`src/rtl/lcd_bus_sequencer.sv`:
```
// lcd_bus_sequencer: drives a write-only HD44780-style character LCD bus.
// It runs the power-up init sequence and then serves single-byte writes from
// a valid/ready requester. Each write gets the E strobe with programmed
// setup, pulse and hold times, followed by the controller execution wait.
// All bus outputs come from flops that are fed by the current state, so they
// trail the state register by one cycle.
module lcd_bus_sequencer #(
  parameter int T_SETUP      = 3,
  parameter int T_PW         = 25,
  parameter int T_HOLD       = 3,
  parameter int T_CMD_WAIT   = 2000,
  parameter int T_CLEAR_WAIT = 82000,
  parameter int T_POWERUP    = 750000,
  parameter int CNT_W        = 20
) (
  input  logic       clk_clk,
  input  logic       reset_reset_n,
  input  logic       cmd_valid,
  output logic       cmd_ready,
  input  logic       cmd_rs,
  input  logic [7:0] cmd_data,
  output logic       busy,
  output logic       init_done,
  output logic       lcd_RS,
  output logic       lcd_RW,
  output logic [7:0] lcd_data_out,
  output logic       lcd_data_oe,
  output logic       lcd_E
);

  typedef enum logic [2:0] {
    ST_PWRUP     = 3'd0,
    ST_INIT_LOAD = 3'd1,
    ST_IDLE      = 3'd2,
    ST_SETUP     = 3'd3,
    ST_PULSE     = 3'd4,
    ST_HOLD      = 3'd5,
    ST_WAIT      = 3'd6
  } state_t;

  localparam logic [CNT_W-1:0] LD_SETUP   = CNT_W'(T_SETUP - 1);
  localparam logic [CNT_W-1:0] LD_PW      = CNT_W'(T_PW - 1);
  localparam logic [CNT_W-1:0] LD_HOLD    = CNT_W'(T_HOLD - 1);
  localparam logic [CNT_W-1:0] LD_CMD     = CNT_W'(T_CMD_WAIT - 1);
  localparam logic [CNT_W-1:0] LD_CLEAR   = CNT_W'(T_CLEAR_WAIT - 1);
  localparam logic [CNT_W-1:0] LD_POWERUP = CNT_W'(T_POWERUP - 1);

  state_t           state_q, state_d;
  logic [CNT_W-1:0] cnt_q, cnt_d;
  logic [1:0]       idx_q, idx_d;
  logic             cap_rs_q, cap_rs_d;
  logic [7:0]       cap_data_q, cap_data_d;
  logic             ready_q, ready_d;
  logic             init_done_q, init_done_d;
  logic             rs_q, rs_d;
  logic [7:0]       data_q, data_d;
  logic             oe_q, oe_d;
  logic             e_q, e_d;

  logic       handshake;
  logic       cnt_zero;
  logic       is_clear;
  logic       drive_bus;
  logic [7:0] rom_byte;

  // Init ROM lookup and the small decodes shared by the FSM and output logic
  always_comb begin
    rom_byte = 8'h38;
    case (idx_q)
      2'd0: rom_byte = 8'h38;
      2'd1: rom_byte = 8'h0C;
      2'd2: rom_byte = 8'h01;
      2'd3: rom_byte = 8'h06;
      default: rom_byte = 8'h38;
    endcase
    handshake = cmd_valid && ready_q && (state_q == ST_IDLE);
    cnt_zero  = (cnt_q == '0);
    is_clear  = !cap_rs_q && ((cap_data_q == 8'h01) || (cap_data_q == 8'h02) ||
                              (cap_data_q == 8'h03));
    drive_bus = (state_q == ST_SETUP) || (state_q == ST_PULSE) || (state_q == ST_HOLD);
  end

  // Next-state logic: every timed state counts down to zero, then reloads for the next one
  always_comb begin
    state_d    = state_q;
    cnt_d      = cnt_q;
    idx_d      = idx_q;
    cap_rs_d   = cap_rs_q;
    cap_data_d = cap_data_q;
    case (state_q)
      ST_PWRUP: begin
        if (cnt_zero) state_d = ST_INIT_LOAD;
        else          cnt_d   = cnt_q - 1'b1;
      end
      ST_INIT_LOAD: begin
        cap_rs_d   = 1'b0;
        cap_data_d = rom_byte;
        cnt_d      = LD_SETUP;
        state_d    = ST_SETUP;
      end
      ST_IDLE: begin
        if (handshake) begin
          cap_rs_d   = cmd_rs;
          cap_data_d = cmd_data;
          cnt_d      = LD_SETUP;
          state_d    = ST_SETUP;
        end
      end
      ST_SETUP: begin
        if (cnt_zero) begin
          cnt_d   = LD_PW;
          state_d = ST_PULSE;
        end else cnt_d = cnt_q - 1'b1;
      end
      ST_PULSE: begin
        if (cnt_zero) begin
          cnt_d   = LD_HOLD;
          state_d = ST_HOLD;
        end else cnt_d = cnt_q - 1'b1;
      end
      ST_HOLD: begin
        if (cnt_zero) begin
          cnt_d   = is_clear ? LD_CLEAR : LD_CMD;
          state_d = ST_WAIT;
        end else cnt_d = cnt_q - 1'b1;
      end
      ST_WAIT: begin
        if (cnt_zero) begin
          // init_done only rises after the first IDLE cycle, so it also marks init mode
          if (!init_done_q && (idx_q != 2'd3)) begin
            idx_d   = idx_q + 2'd1;
            state_d = ST_INIT_LOAD;
          end else begin
            state_d = ST_IDLE;
          end
        end else cnt_d = cnt_q - 1'b1;
      end
      default: begin
        state_d = ST_PWRUP;
        cnt_d   = LD_POWERUP;
        idx_d   = 2'd0;
      end
    endcase
  end

  // Output flop inputs; ready also drops on the handshake edge so no second transfer is offered
  always_comb begin
    ready_d     = (state_q == ST_IDLE) && (state_d == ST_IDLE);
    init_done_d = init_done_q || (state_q == ST_IDLE);
    rs_d        = drive_bus && cap_rs_q;
    data_d      = drive_bus ? cap_data_q : 8'h00;
    oe_d        = drive_bus;
    e_d         = (state_q == ST_PULSE);
  end

  // State, counter, capture and output registers with asynchronous active-low reset
  always_ff @(posedge clk_clk or negedge reset_reset_n) begin
    if (!reset_reset_n) begin
      state_q     <= ST_PWRUP;
      cnt_q       <= LD_POWERUP;
      idx_q       <= 2'd0;
      cap_rs_q    <= 1'b0;
      cap_data_q  <= 8'h00;
      ready_q     <= 1'b0;
      init_done_q <= 1'b0;
      rs_q        <= 1'b0;
      data_q      <= 8'h00;
      oe_q        <= 1'b0;
      e_q         <= 1'b0;
    end else begin
      state_q     <= state_d;
      cnt_q       <= cnt_d;
      idx_q       <= idx_d;
      cap_rs_q    <= cap_rs_d;
      cap_data_q  <= cap_data_d;
      ready_q     <= ready_d;
      init_done_q <= init_done_d;
      rs_q        <= rs_d;
      data_q      <= data_d;
      oe_q        <= oe_d;
      e_q         <= e_d;
    end
  end

  assign cmd_ready    = ready_q;
  assign busy         = ~ready_q;
  assign init_done    = init_done_q;
  assign lcd_RS       = rs_q;
  assign lcd_RW       = 1'b0;
  assign lcd_data_out = data_q;
  assign lcd_data_oe  = oe_q;
  assign lcd_E        = e_q;

endmodule
```
`config.mk`:
```
export PLATFORM = sky130hd
export DESIGN_NAME = lcd_bus_sequencer
export DESIGN_NICKNAME = d
export VERILOG_FILES = /design/src/rtl/lcd_bus_sequencer.sv
export SDC_FILE = /design/constraint.sdc
export NUM_CORES = 1
export LEC_CHECK = 0
export ABC_CLOCK_PERIOD_IN_PS = 6000
export CORE_MARGIN = 4
export CORE_UTILIZATION = 40
export CTS_BUF_LIST = sky130_fd_sc_hd__clkbuf_2
export DETAILED_ROUTE_END_ITERATION = 7
export GPL_TIMING_DRIVEN = 1
export PLACE_DENSITY = 0.68
export SYNTH_ARGS = -nofsm -noshare
export SYNTH_HDL_FRONTEND = slang
export SYNTH_SLANG_ARGS = --single-unit
```
`constraint.sdc`:
```
create_clock -name clk_clk -period 6 [get_ports clk_clk]
set_clock_uncertainty 0.1 [all_clocks]
set_input_delay 1.2 -clock clk_clk [delete_from_list [all_inputs] [get_ports clk_clk]]
set_output_delay 1.2 -clock clk_clk [all_outputs]
set_load 0.01 [all_outputs]
```
==> flow_summary_export.csv <==
group,metric,value,unit
synth,ys_seq_elements,47,
route,first_pass_iters,4,
route,drt_iter0_markers,293,
placed_design,gp_congestion,0.8674,
die,coreArea,6944,sq um
placed_design,io_buffers,25,
synth,yosysWarnings,0,
sta,fin_crit,3.422,ns
clock_tree,cts_root_buffer,"clkbuf_2",
job,max_cap_violations,0,
synth,synth_nets,357,
sta,min_period_over_period,57.03,%
sta,max_freq,0.2922,GHz
placed_design,dp_slack,2.127,ns
layout,area_growth,11.26,%
synth,synth-edff-count,0,
synth,syn_area_per_cell,8.618,sq um
hold_path,hold_path_startpoint,"cap_rs_q$_DFFE_PN0P_",
layout,antenna_cells,0,
setup_path,critPathKind,"primary input to register",
sta,setup_viol,0,
die,num_rows,30,
clock_tree,clkLatencyLatePin,0.45,ns
global_routing,grt_max_degree,48,
clock_tree,cts_tree,"built",
synth,yosysTopAreaCellShare,29.12,%
setup_path,path_max_fanout,16,
synth,netlist_area,2922,sq um
status,status,"finished clean",
clock_tree,cts_max_level,2,
die,start_util,42.07,%
power,p_leak,0.001252,uW
die,die_w,93.46,um
synth,synth_largest_area_cell,"dfrtp_1",
sta,tightest_slew,1.120,ns
setup_path,crit_arrival,3.68,ns
die,die_h,93.46,um
power,power_density,149.0,nW/um^2
sta,maxSlewViolCount,0,
clock_tree,cts_resized,0,
clock_tree,clkTransAtPathRegs,0.28,ns
layout,layout_commonest_cell,"nor2_1",
synth,synthCells,339,
hold_path,hp-class,"register to register",
route,viasPerCell,5.742,
setup_path,cp-startpoint,"cmd_valid",
route,drc,0,
clock_tree,postCtsSetupRepairBufs,0,
sta,tns,0,ns
route,ant_nets,0,
setup_path,reg2reg_from,"state_q[1]$_DFF_PN0_",
layout,drive_gt1_share,11.05,%
global_routing,grt_overflow_total,0,
global_routing,antenna_found_initial,0,
synth,ys.flop_type,"dfrtp_1",
route,vias,2578,
clock_tree,ctsHoldBuffers,0,
synth,ys_seq_area_share,40.81,%
clock_tree,clkSinkCount,47,
power,peakVddDrop,0.07003,mV
sta,final_hold_viol_count,0,
layout,nets,370,
layout,layout_common_cells,"35 x nor2_1, 34 x dfrtp_1, 32 x nand2_1, 30 x o21ai_0",
route,routed_wl,7289,um
clock_tree,ctsLongestPathBuffers,2,
clock_tree,numCtsBuffers,5,
sta,fin_ws,2.578,ns
die,die-area,8735,sq um
synth,ys_async_sr_fraction,100.0,%
setup_path,startpoint_type,"primary input",
sta,slew_headroom,24.84,%
global_routing,grt.total_usage,17.67,%
global_routing,grt_pass1_vias,2392,
route,wire_per_inst,16.23,um
placed_design,dpl.hpwl,5146,um
global_routing,grt_pass1_wl,12340,um
setup_path,worstPathRequired,6.25,ns
synth,synth_area_leaders,"dfrtp_1 29%, dfstp_2 12%, o21ai_0 5.1%",
setup_path,end_kind,"register",
sta,grt_setup_unrepaired,"false",
die,io_pins,27,
synth,yosys.cell_types.count,65,
sequential cells by signal, indices dropped and copies added (netlist names), 2 cells and up:
register      flops
cnt_q            20
lcd_data_out      8
state_q           3
cap_data_q        8
idx_q             2
report_power, final:
part	internal, uW	switching, uW	total [uW]
Combinational	6.37	7.21	13.6
Sequential	318	0	318
Clock	33.4	119	152
metal layers:
layer  track usage, %  wire length (um)  up-vias
li1                 -                 -     1259
met1            26.43              3458     1237
met2            26.62              3391       76
met3            2.333               365        6
met4            4.762                74        0
met5                0                 0        -
metrics by stage:
| step | hold WS [ns] | instances | cell area [sq um] | power (uW) | util, % |
|---|---|---|---|---|---|
| final | 0.4295 | 449 | 3251 | 484.2 | 46.81 |
| after CTS | 0.4294 | 449 | 3251 | 486.9 | 46.81 |
| after floorplan | 0.3534 | 339 | 2922 | 323.8 | - |
| after global placement | 0.3742 | 441 | 3198 | 337.3 | 46.05 |
| after detailed placement | 0.3745 | 441 | 3198 | 337.2 | 46.05 |
| after global routing | 0.4459 | 449 | 3251 | 505.2 | 46.81 |
worst paths after layout:
path	cells past startpoint	slack, ns	to
min in group asynchronous	2	0.67	cnt_q[6]$_DFFE_PN0P_
worst max-delay path	7	2.58	cnt_q[15]$_DFFE_PN0P_
worst min-delay path	2	0.43	cap_rs_q$_DFFE_PN0P_
worst max register to register	6	2.77	cnt_q[15]$_DFFE_PN0P_
worst min register to register	2	0.43	cap_rs_q$_DFFE_PN0P_
max in group asynchronous	2	4.70	cnt_q[14]$_DFFE_PN1P_
synthesized netlist by cell type, types with 3 or more instances:
master / count
nor2b_1: 3
o221ai_1: 4
a21oi_1: 24
o21a_1: 3
a211oi_1: 3
ha_1: 6
nand4_1: 7
a21o_1: 6
nor3_1: 13
inv_1: 12
buf_2: 5
dfrtp_1: 34
nand2_1: 32
nor4_1: 6
buf_4: 3
nand2b_1: 4
clkbuf_1: 9
dfstp_2: 13
nand3_1: 8
nor2_1: 35
a22o_1: 8
and2_1: 12
o22ai_1: 3
o21ai_0: 30
o211ai_1: 4
o22a_1: 3
buf_1: 3
critical path: stages:
cell and delay [ns]:
clkdlybuf4s50_1 0.45, nand4b_1 0.12, a21oi_2 0.39, nor2_1 0.14, o21ai_1 0.89, o21ai_0 0.21, a32o_1 0.26
layout make-up:
cell class | count | area, sq um
Fill cell | 678 | 3694
Multi-Input combinational cell | 259 | 1580
Sequential cell | 47 | 1192
Timing Repair Buffer | 27 | 260.3
Tap cell | 96 | 120.1
Inverter | 12 | 45.04
Clock inverter | 3 | 27.53
Clock buffer | 5 | 25.02
kinds of logic after synthesis:
family                   share of synthesized area, %
other                                          0.1284
AO/OA/AOI/OAI                                   24.67
flip-flops                                      40.81
XOR/XNOR                                       0.5997
adder cells (fa/ha/maj)                         2.570
multiplexers                                   0.6853
buffers and inverters                           5.096
AND/OR/NAND/NOR                                 25.44
(Power assumes the default switching activity.)
